<file path="config.mk">
export PLATFORM = sky130hd
export DESIGN_NAME = pixel_write_arbiter
export DESIGN_NICKNAME = d
export VERILOG_FILES = /design/src/rtl/view_arb_pkg.sv /design/src/rtl/rr_priority_picker.sv /design/src/rtl/pixel_write_arbiter.sv
export SDC_FILE = /design/constraint.sdc
export NUM_CORES = 1
export LEC_CHECK = 0
export ABC_CLOCK_PERIOD_IN_PS = 3300
export BUFFER_PORTS_ARGS = -buffer_cell sky130_fd_sc_hd__buf_2
export CAP_MARGIN = 40
export CELL_PAD_IN_SITES_DETAIL_PLACEMENT = 1
export CELL_PAD_IN_SITES_GLOBAL_PLACEMENT = 1
export CORE_UTILIZATION = 32
export CTS_BUF_LIST = sky130_fd_sc_hd__clkbuf_16
export DETAILED_ROUTE_END_ITERATION = 12
export GPL_TIMING_DRIVEN = 0
export PLACE_DENSITY_LB_ADDON = 0.08
export SETUP_SLACK_MARGIN = 0.5
export SYNTH_ARGS = -nofsm -noshare
export SYNTH_HDL_FRONTEND = slang
export SYNTH_SLANG_ARGS = --single-unit
</file>
<file path="constraint.sdc">
create_clock -name clk -period 3.3 [get_ports clk]
set_input_delay 0.495 -clock clk [delete_from_list [all_inputs] [get_ports clk]]
set_output_delay 0.495 -clock clk [all_outputs]
set_load 0.01 [all_outputs]
</file>
<file path="src/rtl/view_arb_pkg.sv">
// Shared widths, arbiter state encoding and default grant timeout for the view-side pixel-port arbiters.
package view_arb_pkg;

   localparam int X_W         = 9;
   localparam int Y_W         = 8;
   localparam int C_W         = 12;
   localparam int HOLD_W      = 17;
   localparam int TIMEOUT_DEF = 131071;

   typedef enum logic [1:0] {
      ST_IDLE    = 2'd0,
      ST_BURST   = 2'd1,
      ST_RELEASE = 2'd2
   } arb_state_e;

endpackage

</file>
<file path="src/rtl/rr_priority_picker.sv">
// Combinational one-hot winner picker: round-robin search starting at i_ptr (wrapping),
// or lowest-index-wins when i_fixed is set.
module rr_priority_picker #(
   parameter int N     = 5,
   parameter int IDX_W = 3
) (
   input  logic [N-1:0]     i_req,
   input  logic [IDX_W-1:0] i_ptr,
   input  logic             i_fixed,
   output logic [N-1:0]     o_onehot,
   output logic [IDX_W-1:0] o_idx,
   output logic             o_valid
);

   int w_j;

   always_comb begin
      o_onehot = '0;
      o_idx    = '0;
      o_valid  = 1'b0;
      w_j      = 0;
      for (int k = 0; k < N; k++) begin
         w_j = i_fixed ? k : int'(i_ptr) + k;
         if (w_j >= N) w_j = w_j - N;
         if (!o_valid && i_req[w_j]) begin
            o_valid       = 1'b1;
            o_onehot[w_j] = 1'b1;
            o_idx         = IDX_W'(w_j);
         end
      end
   end

endmodule

</file>
<file path="src/rtl/pixel_write_arbiter.sv">
// Shares the VGA pixel-write port between N_REQ drawing engines, one whole burst per grant.
// Optional colour keying of sprite engines is enabled with `define PIXEL_ARB_KEY_EN.
//
// state      | meaning
// ST_IDLE    | no owner, waiting for any req
// ST_BURST   | one engine owns the port, its pixels forwarded with 1-cycle latency
// ST_RELEASE | single dead cycle after a burst, writeEn held low
module pixel_write_arbiter
   import view_arb_pkg::*;
#(
   parameter int             N_REQ      = 5,
   parameter bit             FIXED_PRIO = 1'b0,
   parameter int             TIMEOUT    = TIMEOUT_DEF,
   parameter logic [C_W-1:0] KEY_COLOR  = 12'h000
) (
   input  logic                 clk,
   input  logic                 resetn,
   input  logic [N_REQ-1:0]     req,
   input  logic [N_REQ-1:0]     done,
   input  logic [X_W*N_REQ-1:0] pix_x,
   input  logic [Y_W*N_REQ-1:0] pix_y,
   input  logic [C_W*N_REQ-1:0] pix_color,
   input  logic [N_REQ-1:0]     pix_we,
   input  logic [N_REQ-1:0]     key_mask,
   output logic [N_REQ-1:0]     grant,
   output logic [X_W-1:0]       X_out,
   output logic [Y_W-1:0]       Y_out,
   output logic [C_W-1:0]       Color_out,
   output logic                 writeEn,
   output logic                 busy,
   output logic                 timeout
);

   localparam int                IDX_W    = (N_REQ > 1) ? $clog2(N_REQ) : 1;
   localparam logic [HOLD_W-1:0] HOLD_TC  = HOLD_W'(TIMEOUT - 1);
   localparam logic [IDX_W-1:0]  LAST_IDX = IDX_W'(N_REQ - 1);

   arb_state_e        r_state;
   arb_state_e        w_state_nxt;
   logic [N_REQ-1:0]  r_grant;
   logic [IDX_W-1:0]  r_owner;
   logic [IDX_W-1:0]  r_ptr;
   logic [HOLD_W-1:0] r_hold;
   logic [X_W-1:0]    r_x;
   logic [Y_W-1:0]    r_y;
   logic [C_W-1:0]    r_color;
   logic              r_we;
   logic              r_timeout;

   logic [N_REQ-1:0]  w_win_onehot;
   logic [IDX_W-1:0]  w_win_idx;
   logic              w_win_valid;
   logic [X_W-1:0]    w_sel_x;
   logic [Y_W-1:0]    w_sel_y;
   logic [C_W-1:0]    w_sel_color;
   logic              w_sel_we;
   logic              w_sel_done;
   logic              w_sel_req;
   logic              w_we_eff;
   logic              w_hold_tc;
   logic              w_exit;
   logic              w_forced;

   rr_priority_picker #(
      .N     (N_REQ),
      .IDX_W (IDX_W)
   ) u_picker (
      .i_req    (req),
      .i_ptr    (r_ptr),
      .i_fixed  (FIXED_PRIO),
      .o_onehot (w_win_onehot),
      .o_idx    (w_win_idx),
      .o_valid  (w_win_valid)
   );

   // Grant is one-hot, so a plain per-index select acts as the owner mux.
   always_comb begin
      w_sel_x     = '0;
      w_sel_y     = '0;
      w_sel_color = '0;
      w_sel_we    = 1'b0;
      w_sel_done  = 1'b0;
      w_sel_req   = 1'b0;
      for (int i = 0; i < N_REQ; i++) begin
         if (r_grant[i]) begin
            w_sel_x     = pix_x[X_W*i +: X_W];
            w_sel_y     = pix_y[Y_W*i +: Y_W];
            w_sel_color = pix_color[C_W*i +: C_W];
            w_sel_we    = pix_we[i];
            w_sel_done  = done[i];
            w_sel_req   = req[i];
         end
      end
   end

`ifdef PIXEL_ARB_KEY_EN
   logic w_sel_key;

   always_comb begin
      w_sel_key = 1'b0;
      for (int i = 0; i < N_REQ; i++) begin
         if (r_grant[i]) w_sel_key = key_mask[i];
      end
   end

   // Key on the colour presented this cycle, not the registered Color_out.
   assign w_we_eff = w_sel_we && !(w_sel_key && (w_sel_color == KEY_COLOR));
`else
   logic w_unused_key;

   assign w_we_eff     = w_sel_we;
   assign w_unused_key = ^{key_mask, KEY_COLOR};
`endif

   assign w_hold_tc = (r_hold == HOLD_TC);
   assign w_exit    = (r_state == ST_BURST) && (w_sel_done || !w_sel_req || w_hold_tc);
   assign w_forced  = w_hold_tc && !w_sel_done && w_sel_req;

   always_ff @(posedge clk or negedge resetn) begin
      if (!resetn) r_state <= ST_IDLE;
      else         r_state <= w_state_nxt;
   end

   always_comb begin
      w_state_nxt = r_state;
      unique case (r_state)
         ST_IDLE:    if (w_win_valid) w_state_nxt = ST_BURST;
         ST_BURST:   if (w_exit)      w_state_nxt = ST_RELEASE;
         ST_RELEASE: w_state_nxt = ST_IDLE;
         default:    w_state_nxt = ST_IDLE;
      endcase
   end

   always_ff @(posedge clk or negedge resetn) begin
      if (!resetn) begin
         r_grant   <= '0;
         r_owner   <= '0;
         r_ptr     <= '0;
         r_hold    <= '0;
         r_x       <= '0;
         r_y       <= '0;
         r_color   <= '0;
         r_we      <= 1'b0;
         r_timeout <= 1'b0;
      end else begin
         r_we      <= 1'b0;
         r_timeout <= 1'b0;
         case (r_state)
            ST_IDLE: begin
               if (w_win_valid) begin
                  r_grant <= w_win_onehot;
                  r_owner <= w_win_idx;
                  r_hold  <= '0;
               end
            end
            ST_BURST: begin
               // The pixel of the exit cycle is still forwarded.
               r_x     <= w_sel_x;
               r_y     <= w_sel_y;
               r_color <= w_sel_color;
               r_we    <= w_we_eff;
               if (r_hold != '1) r_hold <= r_hold + HOLD_W'(1);
               if (w_exit) begin
                  r_grant   <= '0;
                  r_ptr     <= (r_owner == LAST_IDX) ? '0 : r_owner + IDX_W'(1);
                  r_timeout <= w_forced;
               end
            end
            default: ;
         endcase
      end
   end

   assign grant     = r_grant;
   assign X_out     = r_x;
   assign Y_out     = r_y;
   assign Color_out = r_color;
   assign writeEn   = r_we;
   assign busy      = (r_state != ST_IDLE);
   assign timeout   = r_timeout;

endmodule

</file>
==> results of run 1 <==
-- sequential cells by signal (all words and copies together) (netlist names), 2 cells and up --
signal	cells
Color_out	12
r_hold	17
r_state	2
X_out	9
r_ptr	3
Y_out	8
grant	5
r_owner	3
-- worst max-delay path by stage --
stage	to	cells past startpoint	startpoint	slack [ps]
2_1_floorplan	grant[3]	15	r_ptr[1]	100
3_3_place_gp	grant[1]	12	r_ptr[1]	-590
3_5_place_dp	grant[1]	11	r_ptr[2]	-580
4_1_cts	grant[3]	13	r_ptr[1]	-7
5_1_grt	grant[3]	15	r_ptr[1]	-100
6_report	grant[2]	17	r_ptr[1]	40
-- layer usage --
metal,part of all wire [%],up-vias,wire length (µm)
met5,0,-,0
met4,2.4,0,552
met3,5.9,37,1340
met2,50,208,11400
met1,42,3106,9590
li1,-,3083,-
-- critical path, stage by stage, from the launching register on --
cell,delay (ps)
dfrtp_2,390
clkbuf_16,140
clkinvlp_4,140
ha_4,230
inv_4,90
ha_4,160
a21oi_4,40
buf_6,140
o32a_1,380
o22ai_4,190
or2_4,150
buf_6,100
o2111ai_4,140
buf_6,170
o21a_1,180
buf_8,150
buf_8,130
a22o_1,220
-- what timing repair did --
action | in CTS | in global routing
setup buffers | 33 | 13
gates cloned | 0 | 2
hold endpoints to repair | 0 | 0
setup endpoints to repair | 26 | 35
resized for setup | 40 | 77
pin swaps | 15 | 23
-- Yosys cell counts, drive strengths merged, types with 8 or more instances --
cell type	count	area (µm²)
ha	25	313
clkbuf	37	140
nand4	11	68.8
mux2i	36	360
nor3	10	50.1
dfrtp	61	1530
nor2b	8	50.1
o21ai	79	395
a21oi	56	280
buf	16	77.6
nor2	77	289
nand2b	8	50.1
xor2	9	78.8
nand2	101	379
a31oi	11	68.8
xnor2	9	78.8
a22oi	30	225
inv	24	90.1
-- kinds of logic after synthesis --
kind of cell,count (synthesis)
and+or+nand+nor,262
muxes,41
buffers and inverters,77
adders and majority gates,26
AOI/OAI and AO/OA,229
DFF,61
xor gates and xnor gates,18
-- metrics by stage --
stage / setup WS, ps / setup TNS [ps]
after global placement: -592 / -7330
after floorplan: 104 / 0
after global routing: -99.1 / -237
final: 39.2 / 0
after CTS: -7.15 / -7.15
after detailed placement: -575 / -8840
-- where the power goes --
| group | switching (mW) | internal [mW] |
|---|---|---|
| registers | 0.175 | 1.03 |
| logic | 4.40 | 3.43 |
| clock network | 0.335 | 0.571 |
-- layout make-up --
cell class                 instances  area [µm²]
tap                              220         275
fill                            2079        8430
buffer                            53         372
sequential                        61        1530
antenna                            3        7.51
inverter                          24         100
timing repair buffer             247        1440
multi-input combinational        576        4080
clock buffer                       9         225
clock inverter                     7        57.6
==> run metrics, run 1 <==
DRC Markers 0; die height 132 µm; Post-Synth XOR/XNOR Area 2.92%; 1st-iter DRT viols 296; Hold Path Class in2async; Post-synth EDFFs 0; initial antenna violation count 2; H-tree depth 3; final core utilization 49.0%; PwrDens 1230 mW/mm²; max frequency 307 MHz; Yosys Warn Count 0; Mapped Cells 714; Avg Inst Size Synth 7.57 µm²; Layout area overhead 49.8%; Final Critical Period 3260 ps; fin cells 1,200; Async S/R FF share, synth 100%; max-slew violations 0; GR Util met3 5.31%; CTS buffer count 9; DR WL/cell 19.1 µm; syn_nets 907; met1 Use GR 31.4%; width of the die 132 µm; Startpoint Class flop; cells on worst reg2reg path 17; RSZ-0062 raised after global routing yes; clk buf depth 2; Tightest Pin Transition 805 ps; most common cell after layout, fill and taps aside buf_2; Crit Path Max Fanout 8; vias in the first global route 6,738; status finished, final reports clean; Clock Latency Late Sink 340 ps; Final GP Congestion 0.930; Fin Clk Skew 8.24 ps; max cap viols 0; LEAKAGE 3.66 nW; Simple-Gate Fraction of Synth Area 22.7%; required time worst endpoint 3520 ps; register area share after synthesis 28.3%; drt first pass iters 5; busiest grt layer met2; Root Buffer clkbuf_16; Post-DP HPWL 17.3 mm; Post-Syn Area 0.00540 mm²; IR Drop Worst-Case VDD 0.675 mV; clock slew at reported path FFs 50 ps; number of synthesized register bits 61; pin count of the biggest net entering global routing 38; met2 GRT Util 45.2%; complex-gate fraction of the synthesized area 26.3%; CTS tree done; nature of the critical path endpoint flop; Vias 6,434; Routed Antenna Nets 0; first-pass GRT wire length 35.1 mm; worst r2r src r_ptr[1]; placed instance area 0.00689 mm²; hold buffer count at cts 0; Core ar. 0.0165 mm²; full die area 0.0174 mm²; post-route clock period utilization 98.8%; share of layout cells above drive strength 1 38.5%; Worst Path Arrival 3480 ps; Power Total 9.94 mW; Tot GR Track Use 25.8%; Placed Cells 1,133; most frequent cells in the layout 199 x buf_2, 99 x nand2_1, 74 x o21ai_0, 60 x nor2_1, 58 x dfrtp_1; design area 0.00809 mm²; DR vias/cell 5.36; dominant synthesized flop cell dfrtp_1; IO Pins 204; Setup-failing EPs final 0; setup slack, reg-to-reg 40 ps; CTS sink cnt 61; Hold Violations, Final 0; Setup CP Type reg2reg; Max-slew headroom 46.3%; Congestion Overflow GR 0; Initial Util 32.7%; mux contribution to synthesized area 7.92%; Post-Synth Adder-Cell Area 6.16%; I/O Buffers 198; worst reg2reg endpoint grant[2]; Final nets 1,165; Synth cell types 67; final wirelength 22.9 mm; FP Rows 47; WHS 169 ps; main combinational cell family by area after synthesis compound AO/OA/AOI/OAI gates
No activity file was read; power rests on OpenSTA's default activity.
==> inputs of run 2 (changes only) <==
Settings changed: CAP_MARGIN 40 to 20, CORE_MARGIN set to 8, CORE_UTILIZATION 32 to 33, SYNTH_HIERARCHICAL set to 1.
==> run 2 against run 1 <==
Hold slack improved by 82 ps. The run now ends with setup timing left. Sequential power barely moved. First-iteration DRC count rose by 4.4%. Synthesized area rose by 2.2%. Core utilization fell by 1.9 points. Cell area fell by 4.3%. Sequential share of layout area rose by 0.81 points. Register-to-register slack got worse by 680 ps. Sequential cell count did not move. Critical endpoint is now r_hold[9].
==> run metrics, run 2 <==
status complete, but fails checks; failing checks setup timing; commonest cells in the netlist 75 x a21oi_1, 61 x dfrtp_1, 59 x nand2_1; LEAKAGE 3.32 nW (-9.2%); Worst Path Arrival 4150 ps (+670 ps); Yosys Warn Count 6 (+6); Setup TNS -12,750 ps (-12,750 ps); max-slew violations 0 (unchanged); pin count of the biggest net entering global routing 62 (+63%); Max-slew headroom 46.1% (-0.17 points); CTS sink cnt 61 (unchanged); Hold Path Class in2async; max cap viols 0 (unchanged); IR Drop Worst-Case VDD 0.643 mV (-4.8%); Multi-input gate area 0.00398 mm² (-2.5%); clock slew at reported path FFs 50 ps (about the same); Comb pwr share 69.7% (-9.1 points); number of flip-flops in the largest register 17 (unchanged); Startpoint Class flop; Post-Syn Area 0.00552 mm² (+2.2%); final wirelength 25.3 mm (+10%); die height 145 µm (+10%); Fin Clk Skew 4.36 ps (-3.88 ps); Filler cells 2,074 (-0.24%); PwrDens 983 mW/mm² (-20%); Congestion Overflow GR 0 (unchanged); nature of the critical path endpoint flop; H-tree depth 3 (unchanged); I/O Buffers 198 (unchanged); Hold Violations, Final 0 (unchanged); Root Buffer clkbuf_16; RSZ-0062 raised after global routing yes; Final WS setup -637 ps (-676 ps); drt first pass iters 5 (unchanged); Tightest Pin Transition 808 ps (+2.60 ps); hold buffer count at cts 0 (unchanged); DRC Markers 0 (unchanged); Final nets 1,133 (-2.7%); Seq pwr share 16.2% (+4.1 points); dominant cell type by area after synthesis dfrtp_1; Tot GR Track Use 23.2% (-2.6 points); IO Pins 204 (unchanged); DR vias/cell 5.57 (+3.9%); Mapped Cells 700 (-2.0%); CTS buffer count 9 (unchanged); width of the die 145 µm (+10%); Post-DP HPWL 20.1 mm (+16%); Post-synth EDFFs 0 (unchanged); synth top area cells dfrtp_1 28%, a21oi_1 6.8%, o21ai_0 5.1%; Power Total 7.61 mW (-23%); Avg Inst Size Synth 7.88 µm² (+4.2%); dominant synthesized flop cell dfrtp_1; first-pass GRT wire length 39.5 mm (+12%); Switching Fraction 48.2% (-1.2 points); initial antenna violation count 2 (unchanged); Clock Latency Late Sink 330 ps (about the same); 1st-iter DRT viols 309 (+4.4%); final core utilization 47.0% (-1.9 points); Reg with most FFs r_hold; Core ar. 0.0165 mm² (-0.36%); Final Critical Period 3940 ps (+676 ps); Async S/R FF share, synth 100% (unchanged); Crit Path Max Fanout 5 (-3); Routed Antenna Nets 0 (unchanged); required time worst endpoint 3520 ps (about the same); WHS 251 ps (+82.1 ps); share of layout cells above drive strength 1 34.2% (-4.3 points); Vias 6,537 (+1.6%); post-route clock period utilization 119% (+20 points); register area 0.00153 mm² (-0.16%); Clk pwr share 14.2% (+5.1 points); CTS tree done; vias in the first global route 6,857 (+1.8%); Synth cell types 76 (+13%); Layout area overhead 40.4%; max frequency 254 MHz (-17%); Initial Util 33.5% (+0.83 points); full die area 0.0211 mm² (+21%); most common cell after layout, fill and taps aside buf_2; most common cell in the synthesized netlist a21oi_1; Setup CP Type reg2reg; Setup-failing EPs final 26 (+26); clk buf depth 2 (unchanged); NetSw 3.67 mW (-25%); internal power 3.94 mW (-22%); most frequent cells in the layout 202 x buf_2, 72 x a21oi_1, 60 x dfrtp_1, 57 x nand2_1, 43 x o21ai_0; FP Rows 47 (unchanged); Final GP Congestion 0.929 (-0.13%); number of synthesized register bits 61 (unchanged); area share of the largest cell type after synthesis 27.7% (-0.60 points); pre-CTS setup slack -1270 ps (-699 ps); register area share after synthesis 27.7% (-0.60 points); DR WL/cell 21.6 µm (+13%)
run 2: cell count changes after synthesis, moves of 14 or more:
cell,previous run,this run
a21oi_1,56,75
a221oi_1,0,31
a22oi_1,30,3
mux2i_1,36,5
nand2_1,101,59
nand3_1,7,21
nand3b_1,5,31
nor2_1,77,37
nor2b_1,8,36
nor3_1,10,38
o21ai_0,75,56
run 2: power groups by stage:
stage | Clock (mW) | Sequential (mW) | Combinational (mW)
after floorplan | 0 | 1.31 | 3.07
after global placement | 0 | 1.25 | 4.47
after detailed placement | 0 | 1.27 | 4.60
after CTS | 1.11 | 1.23 | 5.05
after global routing | 1.14 | 1.26 | 5.79
final | 1.08 | 1.23 | 5.30
run 2: layout make-up:
| type | instances | area share (%) |
|---|---|---|
| multi-input cells | 570 | 51.4 |
| flip-flops and latches | 61 | 19.7 |
| repair buffers | 231 | 16.1 |
| plain buffers | 51 | 3.62 |
| well taps | 220 | 3.55 |
| clock buffers | 9 | 2.91 |
| clock inverters | 7 | 1.47 |
| inverters | 22 | 1.21 |
| diodes | 2 | 0.0646 |
run 2: path summary, 6_finish.rpt:
check | startpoint | end | slack (ps) | depth (start not counted)
max reg2reg | r_ptr[0] | r_hold[9] | -640 | 20
min reg2reg | r_hold[15] | r_hold[15] | 540 | 2
max | r_ptr[0] | r_hold[9] | -640 | 20
min in group clk | pix_color[43] | Color_out[7] | 470 | 3
max in group asynchronous | resetn | r_ptr[1] | 2470 | 1
min | resetn | Y_out[2] | 250 | 1
run 2: logic make-up after synthesis:
logic type                 after synthesis  share of synthesized area [%]
xor gates and xnor gates                17                           2.97
adders and majority gates               20                           4.53
other                                    1                         0.0679
muxes                                   12                           2.54
buffers and inverters                   73                           5.49
DFF                                     61                           27.7
AOI/OAI and AO/OA                      221                           26.9
and+or+nand+nor                        295                           29.8
run 2: metrics by stage:
step | instances | area, µm²
final | 1173 | 7750
after global routing | 1173 | 7750
after CTS | 1161 | 7580
after detailed placement | 1122 | 6910
after global placement | 1122 | 6910
after floorplan | 704 | 5650
run 2: metal layers:
| layer | vias to the layer above | share of wire, % | track usage [%] |
|---|---|---|---|
| met4 | 0 | 2.4 | 8.54 |
| met2 | 205 | 48 | 38.8 |
| met1 | 3231 | 44 | 29.2 |
| li1 | 3067 | - | - |
| met5 | - | 0 | 0 |
| met3 | 34 | 5.2 | 4.32 |
run 2: repair_timing:
action                                  CTS  global route
gates resized for setup                  32            32
pin swaps                                24            36
endpoints found under the setup margin   26            26
buffers inserted                         23            10
run 2: worst max-delay path, stage by stage, from the launching register on:
cell	delay (ps)
dfrtp_1	370
buf_6	150
inv_8	30
ha_4	270
clkbuf_16	120
nor2b_4	160
inv_2	80
ha_4	160
or3b_4	380
a2111oi_4	290
o21ai_1	120
a32oi_2	270
a211oi_4	120
nand4b_1	170
nand2b_4	170
nand2b_4	80
a2111oi_4	300
buf_4	210
nand4_1	120
xor2_1	180
nor2_1	60
==> inputs of run 3 (changes only) <==
Settings changed: PLACE_DENSITY_LB_ADDON 0.08 to 0.1.
==> run 3 against run 2 <==
The flow still finishes with violations (setup timing). Die area is the same. Critical path depth unchanged. Setup slack worse by 25 ps. Cell count is 0.60% higher. Wire length up 5.1%. Total power increased by 5.7%. Core utilization up 1.0 points. Clock power hardly changed. Critical path type unchanged.
==> run metrics, run 3 (synthesis results as in run 2) <==
Crit Path Max Fanout 5 (unchanged); clock slew at reported path FFs 50 ps (about the same); IR Drop Worst-Case VDD 0.579 mV (-9.9%); Initial Util 33.5% (unchanged); max cap viols 0 (unchanged); Final Critical Period 3960 ps (+25.0 ps); H-tree depth 3 (unchanged); final core utilization 48.1% (+1.0 points); Fin Clk Skew 6.19 ps (+1.83 ps); CP cell instances buf_6, inv_8, ha_4, clkbuf_16, nor2b_4, inv_2, ha_4, or3b_4, a2111oi_4, o21ai_1, a32oi_2, a211oi_4, nand4b_1, nand2b_4, nand2b_4, a2111oi_4, buf_4, nand4_1, xor2_1, nor2_1; Congestion Overflow GR 0 (unchanged); max-slew violations 0 (unchanged); initial antenna violation count 3 (+1); cell family with most CP delay simple AND/OR/NAND/NOR gates; Reg with most FFs r_hold; post-route clock period utilization 120% (+0.76 points); drt first pass iters 5 (unchanged); vias in the first global route 7,027 (+2.5%); I/O Buffers 198 (unchanged); Final nets 1,139 (+0.53%); Hold Violations, Final 0 (unchanged); most common cell after layout, fill and taps aside buf_2; Setup-failing EPs final 26 (unchanged); Setup TNS -14,480 ps (-1720 ps); hold buffer count at cts 0 (unchanged); fin cells 1,180 (+0.60%); most frequent cells in the layout 203 x buf_2, 72 x a21oi_1, 60 x dfrtp_1, 49 x nand2_1, 43 x o21ai_0; width of the die 145 µm (unchanged); Filler cells 2,077 (+0.14%); DR vias/cell 5.67 (+1.7%); Post-DP HPWL 20.8 mm (+3.7%); Tightest Pin Transition 811 ps (+2.47 ps); CP max-delay cell or3b_4; LEAKAGE 3.42 nW (+2.7%); PwrDens 1020 mW/mm² (+3.5%); share of layout cells above drive strength 1 36.1% (+1.9 points); Core ar. 0.0165 mm² (unchanged); Startpoint Class flop; Root Buffer clkbuf_16; setup slack, reg-to-reg -660 ps (-30 ps); Layout area overhead 43.4%; Clock Latency Late Sink 330 ps (about the same); design area 0.00791 mm² (+2.2%); RSZ-0062 raised after global routing yes; Routed Antenna Nets 0 (unchanged); Placed Cells 1,122 (unchanged); Hold Path Class in2async; final wirelength 26.6 mm (+5.1%); 1st-iter DRT viols 358 (+16%); IO Pins 204 (unchanged); FP Rows 47 (unchanged); placed instance area 0.00691 mm² (unchanged); pre-CTS setup slack -1340 ps (-63.9 ps); CTS buffer count 9 (unchanged); die height 145 µm (unchanged); CP bufs+invs 5 (unchanged); CTS sink cnt 61 (unchanged); status complete, but fails checks; clk buf depth 2 (unchanged); Max-slew headroom 46.0% (-0.16 points); Setup CP Type reg2reg; Vias 6,690 (+2.3%); max frequency 252 MHz (-0.63%); Final GP Congestion 0.922 (-0.81%); first-pass GRT wire length 41.3 mm (+4.8%); worst stage delay on the critical path 390 ps (about the same); pin count of the biggest net entering global routing 62 (unchanged); Worst Path Arrival 4220 ps (+70 ps); full die area 0.0211 mm² (unchanged); number of flip-flops in the largest register 17 (unchanged); Final WS setup -662 ps (-25.0 ps); CTS tree done; nature of the critical path endpoint flop; required time worst endpoint 3560 ps (+40 ps); DR WL/cell 22.5 µm (+4.5%); failing checks setup timing; DRC Markers 0 (unchanged); Tot GR Track Use 24.3% (+1.1 points)
-- run 3: changes by cell type in the layout (fill, tap and decap cells not counted), sizes merged --
cell      before  now
diode          2    3
inv           21   23
clkinvlp       3    1
buf          248  254
-- run 3: final timing paths --
| path | start | endpoint | cells past startpoint |
|---|---|---|---|
| max | r_ptr[0] | r_hold[9] | 20 |
| min | resetn | Color_out[9] | 1 |
| max reg2reg | r_ptr[0] | r_hold[9] | 20 |
| min reg2reg | r_hold[16] | r_hold[16] | 2 |
| max in group asynchronous | resetn | r_ptr[1] | 1 |
| min in group clk | pix_x[32] | X_out[5] | 3 |
-- run 3: power by group --
group          switching, mW  total (mW)  leakage (nW)  internal (mW)
Clock                  0.336        1.06         0.169          0.727
Combinational           3.38        5.74          2.48           2.36
Sequential             0.208        1.25         0.768           1.04
-- run 3: per-stage QoR --
stage	total power, mW	hold slack [ps]
2_1_floorplan	4.38	199
3_3_place_gp	5.75	521
3_5_place_dp	5.92	539
4_1_cts	7.77	282
5_1_grt	8.60	323
6_report	8.05	248
-- run 3: layout make-up --
class / instances / area, µm² / area share, %
Multi-Input combinational cell: 570 / 4070 / 51.4
Sequential cell: 61 / 1530 / 19.3
Timing Repair Buffer: 237 / 1310 / 16.6
Buffer: 51 / 298 / 3.76
Tap cell: 220 / 275 / 3.48
Clock buffer: 9 / 225 / 2.85
Clock inverter: 7 / 106 / 1.34
Inverter: 22 / 93.8 / 1.19
Antenna cell: 3 / 7.51 / 0.0949
-- run 3: repair_timing --
action | CTS | global route
setup endpoints to repair | 26 | 26
gates resized for setup | 65 | 25
buffers inserted | 32 | 6
cloned | 1 | 0
pin swaps | 30 | 21
-- run 3: metal layers --
layer	track usage, %	wire length [µm]
met1	29.8	11500
met2	41.8	13000
met3	5.53	1560
met4	6.92	488
met5	0	14
